## src/rtl/powlib_busdecarb.sv

```systemverilog
// N-master to M-slave switch for the powlib packed-word bus: address decode, per-slave
// round-robin arbitration, one-word output register per slave, unmapped words sunk and counted.
module powlib_busdecarb #(
    parameter int                    B_WRS   = 3,
    parameter int                    B_RDS   = 3,
    parameter int                    B_AW    = 32,
    parameter int                    B_DW    = 40,
    parameter logic [B_AW*B_RDS-1:0] B_BASES = {B_RDS{32'h0}},
    parameter logic [B_AW*B_RDS-1:0] B_SIZES = {B_RDS{32'hFFFF}},
    parameter int                    ERRW    = 16
) (
    input  logic                   clk,
    input  logic                   rst,
    input  logic [B_AW*B_WRS-1:0]  wraddrs,
    input  logic [B_DW*B_WRS-1:0]  wrdatas,
    input  logic [B_WRS-1:0]       wrvlds,
    output logic [B_WRS-1:0]       wrrdys,
    output logic [B_AW*B_RDS-1:0]  rdaddrs,
    output logic [B_DW*B_RDS-1:0]  rddatas,
    output logic [B_RDS-1:0]       rdvlds,
    input  logic [B_RDS-1:0]       rdrdys,
    output logic [ERRW-1:0]        errcnt,
    output logic                   errvld
);

    localparam int PW = (B_WRS > 1) ? $clog2(B_WRS) : 1;
    localparam int CW = $clog2(B_WRS + 1);
    localparam int SW = ((ERRW > CW) ? ERRW : CW) + 1;
    localparam logic [SW-1:0] ERR_MAX = SW'({ERRW{1'b1}});

    logic [B_RDS-1:0] hit_oh [B_WRS];
    logic [B_WRS-1:0] unmapped;
    logic [PW-1:0]    ptr     [B_RDS];
    logic [PW-1:0]    gnt_idx [B_RDS];
    logic [PW-1:0]    ptr_nxt [B_RDS];
    logic [B_RDS-1:0] gnt_any;
    logic [B_RDS-1:0] ld;
    logic [B_WRS-1:0] granted;
    logic [CW-1:0]    unm_cnt;
    logic [SW-1:0]    err_sum;

    // Window top is formed one bit wider so base+size never wraps past the address space.
    function automatic logic in_window(input logic [B_AW-1:0] addr,
                                       input logic [B_AW-1:0] base,
                                       input logic [B_AW-1:0] size);
        logic [B_AW:0] top;
        top = {1'b0, base} + {1'b0, size};
        return (addr >= base) && ({1'b0, addr} <= top);
    endfunction

    // Scanning slaves from the top down leaves the lowest matching slave as the hit.
    always_comb begin
        for (int i = 0; i < B_WRS; i++) begin
            hit_oh[i] = '0;
            for (int j = B_RDS - 1; j >= 0; j--) begin
                if (in_window(wraddrs[B_AW*i +: B_AW], B_BASES[B_AW*j +: B_AW],
                              B_SIZES[B_AW*j +: B_AW])) begin
                    hit_oh[i]    = '0;
                    hit_oh[i][j] = 1'b1;
                end
            end
            unmapped[i] = (hit_oh[i] == '0);
        end
    end

    always_comb begin : arb
        int idx;
        int gidx;
        granted = '0;
        for (int j = 0; j < B_RDS; j++) begin
            ld[j]      = !rdvlds[j] || rdrdys[j];
            gnt_any[j] = 1'b0;
            gidx       = 0;
            for (int k = 0; k < B_WRS; k++) begin
                idx = int'(ptr[j]) + k;
                if (idx >= B_WRS) idx = idx - B_WRS;
                if (!gnt_any[j] && wrvlds[idx] && hit_oh[idx][j]) begin
                    gnt_any[j] = 1'b1;
                    gidx       = idx;
                end
            end
            gnt_idx[j] = PW'(gidx);
            ptr_nxt[j] = (gidx == B_WRS - 1) ? '0 : PW'(gidx + 1);
            if (gnt_any[j] && ld[j]) granted[gidx] = 1'b1;
        end
    end

    // Handshake: a word moves when vld and rdy are both high on a rising edge. wrrdys is
    // combinational and may depend on wrvlds in the same cycle; held low while in reset.
    assign wrrdys = rst ? ((wrvlds & unmapped) | granted) : '0;

    always_ff @(posedge clk or negedge rst) begin
        if (!rst) begin
            rdaddrs <= '0;
            rddatas <= '0;
            rdvlds  <= '0;
            for (int j = 0; j < B_RDS; j++) ptr[j] <= '0;
        end else begin
            for (int j = 0; j < B_RDS; j++) begin
                if (gnt_any[j] && ld[j]) begin
                    rdaddrs[B_AW*j +: B_AW] <= wraddrs[B_AW*int'(gnt_idx[j]) +: B_AW];
                    rddatas[B_DW*j +: B_DW] <= wrdatas[B_DW*int'(gnt_idx[j]) +: B_DW];
                    rdvlds[j]               <= 1'b1;
                    ptr[j]                  <= ptr_nxt[j];
                end else if (rdrdys[j]) begin
                    rdvlds[j] <= 1'b0;
                end
            end
        end
    end

    always_comb begin
        unm_cnt = '0;
        for (int i = 0; i < B_WRS; i++) begin
            if (wrvlds[i] && unmapped[i]) unm_cnt = unm_cnt + CW'(1);
        end
        err_sum = SW'(errcnt) + SW'(unm_cnt);
    end

    always_ff @(posedge clk or negedge rst) begin
        if (!rst) begin
            errcnt <= '0;
            errvld <= 1'b0;
        end else begin
            errcnt <= (err_sum > ERR_MAX) ? '1 : err_sum[ERRW-1:0];
            errvld <= (unm_cnt != '0);
        end
    end

endmodule
```

## config.mk

```make
export PLATFORM = sky130hd
export DESIGN_NAME = powlib_busdecarb
export DESIGN_NICKNAME = d
export VERILOG_FILES = /design/src/rtl/powlib_busdecarb.sv
export SDC_FILE = /design/constraint.sdc
export NUM_CORES = 1
export LEC_CHECK = 0
export ABC_AREA = 1
export CAP_MARGIN = 20
export CORE_AREA = 2 2 179 181
export CTS_CLUSTER_SIZE = 12
export DETAILED_ROUTE_END_ITERATION = 8
export DIE_AREA = 0 0 181 183
export PLACE_DENSITY = 0.64
export SYNTH_ARGS = -nofsm -noshare
export SYNTH_HDL_FRONTEND = slang
export SYNTH_SLANG_ARGS = --single-unit
```

## constraint.sdc

```tcl
create_clock -name clk -period 2.6 [get_ports clk]
set_input_delay 0.39 -clock clk [delete_from_list [all_inputs] [get_ports clk]]
set_output_delay 0.39 -clock clk [all_outputs]
set_load 0.01 [all_outputs]
```

# ---- Yosys cells after proc, flatten, opt, wreduce, memory -nomap -nowiden
# Index checks and enable logic that the tools add are counted.
dict set report op_classes {
  n_addsub 21
  multipliers 3
  n_lt_le_gt_ge 40
  eq_ne 3
  n_shift 6
  mux 107
  n_bitwise 13
  reduce_logical 46
}
# op count
set ops {}
lappend ops {{2-to-1 mux 32 bit} 18}
lappend ops {{less-than comparator 32 x 4 -> 1 bit, second input constant} 12}
lappend ops {{indexed part select 120 x 9 -> 40 bit} 3}
lappend ops {{greater-or-equal comparator 32 x 3 -> 1 bit, second input constant} 9}
lappend ops {{NOT 32 bit} 9}
lappend ops {{indexed part select 96 x 8 -> 32 bit} 3}
lappend ops {{greater-or-equal comparator 32 x 1 -> 1 bit, second input constant} 6}
lappend ops {{equality test 32 x 3 -> 1 bit, second input constant} 3}
lappend ops {{<= comparator 32 x 16 -> 1 bit, second input constant} 3}
lappend ops {{binary-select mux 3 bit (select 2 bit)} 9}
lappend ops {{2-to-1 mux 1 bit} 46}
lappend ops {{2-to-1 mux 3 bit} 10}
lappend ops {{logical AND 1 bit} 27}
lappend ops {{subtractor 3 x 2 -> 4 bit, second input constant} 6}
lappend ops {{2-to-1 mux 2 bit} 11}
lappend ops {{binary-select mux 1 bit (select 2 bit)} 9}
lappend ops {{greater-or-equal comparator 3 x 2 -> 1 bit, second input constant} 6}
lappend ops {{adder 16 x 2 -> 17 bit} 1}
lappend ops {{> comparator 17 x 16 -> 1 bit, second input constant} 1}
lappend ops {{2-to-1 mux 16 bit} 1}
lappend ops {{multiplier 3 x 2 -> 5 bit, first input constant} 3}
lappend ops {{adder 2 x 1 -> 3 bit, second input constant} 3}
lappend ops {{adder 2 x 2 -> 3 bit, second input constant} 3}
lappend ops {{logical NOT 1 bit} 9}
lappend ops {{other kinds (10)} 28}
dict set report totals {
  register_bits 242
  input_bits 224
}

# ---- Logic depth before layout (Yosys ltp)
dict set report depth {
  word_depth 27
  mapped_depth 21
  mapped_depth_nobuf 19
}

# ---- Worst setup path before layout
# No wires, ideal clock.
dict set report synth_path {
  kind {input-to-reg}
  startpoint {input port wraddrs[53]}
  endpoint {register errcnt[13]}
  t_arrival_ns 3.152
  t_required_ns 2.532
  setup_slack_ns -0.621
  cell_stages 19
  n_path_buf 1
  path_cell_list {nor2_1 -> nand2_1 -> nor2_1 -> nand2_1 -> nand2_1 -> inv_1 -> ha_1 -> xnor2_1 -> ha_1 -> inv_1 -> fa_1 -> nor3_1 -> nand4_1 -> inv_1 -> nand2_1 -> inv_1 -> nand4_1 -> clkbuf_1 -> nand2_1}
}
dict set report synth_via {
  elab_chain_len 11
  elab_cells_between_ends 12
  classes_between {2 x add/sub; 3 x order compare; 4 x mux; 3 x reduce/logical}
}
# item line
set synth_lines {}
lappend synth_lines {{start, declared} 14} ;# input logic [B_AW*B_WRS-1:0] wraddrs,
lappend synth_lines {{greater-or-equal comparator 32 x 1 -> 1 bit / <= comparator 32 x 16 -> 1 bit (equally long branches)} 48} ;# return (addr >= base) && ({1'b0, addr} <= top);
lappend synth_lines {{logical AND 1 bit (*)} 48}
lappend synth_lines {{2-to-1 mux 1 bit (*)} 56} ;# if (in_window(wraddrs[B_AW*i +: B_AW], B_BASES[B_AW*j +: B_AW],
lappend synth_lines {{logical NOT 3 bit (*)} 62} ;# unmapped[i] = (hit_oh[i] == '0);
lappend synth_lines {{logical AND 1 bit (*)} 115} ;# if (wrvlds[i] && unmapped[i]) unm_cnt = unm_cnt + CW'(1);
lappend synth_lines {{2-to-1 mux 2 bit (*)} 115}
lappend synth_lines {{adder 2 x 1 -> 2 bit} 115}
lappend synth_lines {{2-to-1 mux 2 bit (*)} 115}
lappend synth_lines {{adder 16 x 2 -> 17 bit (*)} 117} ;# err_sum = SW'(errcnt) + SW'(unm_cnt);
lappend synth_lines {{> comparator 17 x 16 -> 1 bit} 125} ;# errcnt <= (err_sum > ERR_MAX) ? '1 : err_sum[ERRW-1:0];
lappend synth_lines {{2-to-1 mux 16 bit (*)} 125}
lappend synth_lines {{end signal, assigned} 125}
lappend synth_lines {{end, declared} 22} ;# output logic [ERRW-1:0] errcnt,
# Mark *: on every way between the ends. The rest lies on a longest branch, timed or not.
# A chain may end at the register's enable or synchronous reset.

# ---- Worst setup path in the final report
dict set report layout_path {
  startpoint {register ptr[4] (netlist name)}
  endpoint {output port wrrdys[2]}
}
dict set report layout_via {
  elab_chain_len 27
  elab_cells_between_ends 58
  classes_between {5 x add/sub; 5 x order compare; 33 x mux; 6 x bitwise; 9 x reduce/logical}
}
# item line
set layout_lines {}
lappend layout_lines {{start, declared} 33} ;# logic [PW-1:0] ptr [B_RDS];
lappend layout_lines {{start signal, assigned by index} 104} ;# ptr[j] <= ptr_nxt[j];
lappend layout_lines {{parallel branches: the longest is 20 deep, another holds subtractor 3 x 2 -> 4 bit} -}
lappend layout_lines {{2-to-1 mux 3 bit (*)} 84} ;# if (gnt_any[j] && ld[j]) granted[gidx] = 1'b1;
lappend layout_lines {{bitwise OR 3 bit (no line)} -}
lappend layout_lines {{2-to-1 mux 3 bit (*)} 84}
lappend layout_lines {{bitwise OR 3 bit (no line)} -}
lappend layout_lines {{2-to-1 mux 3 bit (*)} 84}
lappend layout_lines {{bitwise OR 3 bit (*)} 90} ;# assign wrrdys = rst ? ((wrvlds & unmapped) | granted) : '0;
lappend layout_lines {{2-to-1 mux 3 bit (*)} 90}
lappend layout_lines {{end, declared} 17} ;# output logic [B_WRS-1:0] wrrdys,
# Every way passes the cells marked *. The select of a mux whose other input is x is not followed.

==> metrics.md <==
| Metric | Value |
|---|---|
| Maxcap violations | `0` |
| Met1 GRT Util | `16.7%` |
| Unrepaired setup endpoints after global routing | `yes` |
| Synth async-reset ratio | `between 90% and 100%` |
| Layout Skew | `approximately 0.013 ns` |
| Endpoints failing setup | `5` |
| RR Startpoint | `ptr[4]` |
| Outcome | `finished, violations left` |
| Seq/Total Area, Yosys | `a little under a third` |
| Worst Path Required | `about 2.2 ns` |
| # IOs | `~460` |
| Post-Synth Adder-Cell Area | `approximately 2.5%` |
| Starting Density | `23.5%` |
| Reg clk slew, reported paths | `approximately 0.080 ns` |
| Worst slew margin | `a little under three fifths` |
| Synth Area in Simple Gates | `between 20% and 30%` |
| Syn_area_per_cell | `around 6.6 sq um` |
| GRT overflow | `0` |
| Critical Path Sink Type | `primary output` |
| Failing checks | `negative setup slack` |
| Final WS setup | `-0.535 ns` |
| EDFF count, synth | `0` |
| DRT Wirelength | `28.9 mm` |
| CP max FO | `4` |
| Top cell type by total area after synthesis | `dfrtp_1` |
| Gpl congestion | `between 0.8 and 0.9` |
| Final Hold Viols | `0` |
| Largest net degree at the start of global routing | `57` |
| Reg2Reg Setup Slack | `0 ns` |
| Die Footprint | `33100 sq um` |
| Die H | `183 um` |
| Synth Area in XOR/XNOR | `1.55%` |
| Max Clk Rate | `~320 MHz` |
| Die Wd | `between 150 and 200 um` |
| Arrival @ worst endpoint | `between 2 and 3 ns` |
| CP Launch Type | `flop` |
| Largest family of logic cells by synthesized area | `buffers and inverters` |
| Global-route wire length before repair | `just under 40 mm` |
| Clock Path Buffers | `2` |
| Inserted Clock Buffers | `9` |
| Synthesis-to-layout area growth | `66.9%` |
| Largest cells by area after synthesis | `dfrtp_1 31%, buf_4 16%, nand3_1 13%` |
| DP HPWL | `18.8 mm` |
| Most used routing layer | `met2` |
| Distinct cells, synth | `31` |
| # rows | `65` |
| WL per Instance | `15.3 um` |
| Multi-input gate area | `4030 sq um` |
| Reg area | `approximately 2300 sq um` |
| Place WS | `-0.991 ns` |
| Setup crit start | `ptr[4]` |
| Power density of the placed cells | `between 1000 and 1500 nW/um^2` |
| Multiplexer area fraction after synthesis | `0%` |
| Met2 GRT Util | `around 27%` |
| Detail Route Antenna Nets | `0` |
| CTS Sinks | `92` |
| Setup tns final | `-1.64 ns` |
| Max H-tree Level | `3` |
| Worst min path class | `in -> async` |
| Initial antenna violation count | `0` |
| Initial drt markers | `about 300` |
| DRT Pass-1 Iters | `7` |
| Maximum vdd drop | `0.000937 V` |
| Grt met3 use | `under 10%` |
| Most frequent cells in the layout | `260 x clkdlybuf4s50_1, 199 x inv_1, 174 x nand3_1, 146 x conb_1, 134 x nand2_1` |
| CTS root buffer | `clkbuf_16` |
| Leakage power | `0.00627 uW` |
| Post-DR vias/cell | `between 4 and 5` |
| Syn Inst Count | `1106` |
| FF-to-FF End | `rddatas[21]` |
| Period minus WS final | `about 3.1 ns` |
| Total Routing Usage GR | `14.8%` |
| Layout cell share with drive strength beyond 1 | `between 20% and 30%` |
| Cell area after synthesis | `about 7400 sq um` |
| Via count | `roughly 7900` |
| Final #Nets | `between 1500 and 2000` |
| Yosys top cell area share | `a little under a third` |
| Fillcell total | `approximately 3200` |
| Seq cells post-synth | `slightly above 90` |
| Core area | `approximately 31000 sq um` |
| Synth warn | `0` |
| ANT cells | `0` |
| Max Slew Vio Count | `0` |
| Compound-Gate Fraction of Synth Area | `under 10%` |
| Vias in the first global route | `about 7400` |
| Most common cell after layout, fill and taps aside | `clkdlybuf4s50_1` |
| Number of buffers added on ports | `314` |
| Period utilization | `121%` |
| FF-to-FF path depth | `16` |
| DRC | `0` |
| Worst-Skew Late Latency | `around 0.35 ns` |
| Dominant synthesized flop cell | `dfrtp_1` |
| Slew of the pin with the lowest slew margin | `between 0.6 and 0.7 ns` |
| Clock tree from TritonCTS | `yes` |
| Worst Setup Path Type | `reg -> out` |
==> per-layer routing <==
| metal | up-vias | wire length [um] | part of all wire, % |
|---|---|---|---|
| met5 | - | 0 | 0 |
| met3 | 43 | 1900 | 6.6 |
| met2 | 332 | 15000 | 52 |
| met1 | 3683 | 11400 | 39 |
| li1 | 3831 | - | - |
| met4 | 0 | 628 | 2.2 |
==> where the power goes <==
part	switching, uW	internal (uW)
clock	646	654
sequential	343	2020
combinational	7150	5780
==> worst max-delay path by stage <==
stage / to / slack [ns] / cells past startpoint
6_report: wrrdys[2] / -0.54 / 19
5_1_grt: wrrdys[2] / -0.71 / 19
4_1_cts: wrrdys[1] / -0.51 / 20
3_5_place_dp: errcnt[14] / -0.99 / 20
3_3_place_gp: errcnt[14] / -0.88 / 20
2_1_floorplan: errcnt[0] / -0.31 / 19
==> flip-flops by register name, indices dropped and copies added (netlist names) <==
| signal | count |
|---|---|
| errcnt | 16 |
| errvld | 1 |
| ptr | 2 |
| rdaddrs | 32 |
| rddatas | 40 |
| rdvlds | 1 |
==> cell usage after synthesis (2+ instances only) <==
cell	n
buf_4	154
clkbuf_1	9
ha_1	13
nor2_1	116
buf_2	30
nand2_2	4
inv_1	215
nor2_4	2
nand3_2	2
nand4_1	6
xor2_1	9
o21ai_0	6
xnor2_1	4
buf_6	2
nand3_1	185
nand2_1	176
nor3_1	2
a21oi_1	64
buf_1	2
nand3b_1	2
dfrtp_1	92
nor2_2	2
==> timing repair <==
item / CTS / global route
endpoints found under the hold margin: 0 / 0
gates resized for setup: 206 / 155
pin swaps: 75 / 58
buffers inserted: 20 / 16
hold buffers: 0 / 0
endpoints found under the setup margin: 75 / 93
gates cloned: 0 / 14
==> metrics by stage <==
stage	power, uW	area [sq um]	utilization [%]	hold WS [ns]	cells
floorplan	8240	8000	-	0.0944	1251
global placement	11700	10800	34.5	0.480	1830
detailed placement	11800	10800	34.5	0.484	1830
CTS	13500	11200	36.0	0.189	1865
global route	17900	12300	39.3	0.202	1894
finish	16600	12300	39.3	0.168	1894
==> final cells by class <==
cell class / count / area share (%)
Inverter: 216 / 6.63
Clock buffer: 9 / 1.83
Multi-Input combinational cell: 746 / 32.8
Sequential cell: 92 / 18.8
Clock inverter: 7 / 0.398
Tap cell: 402 / 4.10
Timing Repair Buffer: 422 / 35.5
==> cells by family after synthesis <==
family	count (synthesis)
AO/OA/AOI/OAI	74
other	1
flip-flops	92
buffers and inverters	413
XOR/XNOR	13
AND/OR/NAND/NOR	499
adder cells (fa/ha/maj)	14
==> worst max-delay path, stage by stage (launching register included) <==
cell	delay, ns
dfrtp_1	0.42
inv_2	0.07
ha_4	0.29
nand2_4	0.05
nand2_2	0.07
nor2_1	0.05
nand3_1	0.06
nand2_1	0.05
nand2_1	0.08
nand2_2	0.10
nor2_4	0.17
nand3_2	0.14
nand2_4	0.14
inv_2	0.05
ha_4	0.14
o211ai_1	0.09
nor2_1	0.07
nor2_1	0.17
nor2_2	0.04
buf_2	0.14
Note: power is estimated with default switching activity, not from simulation.
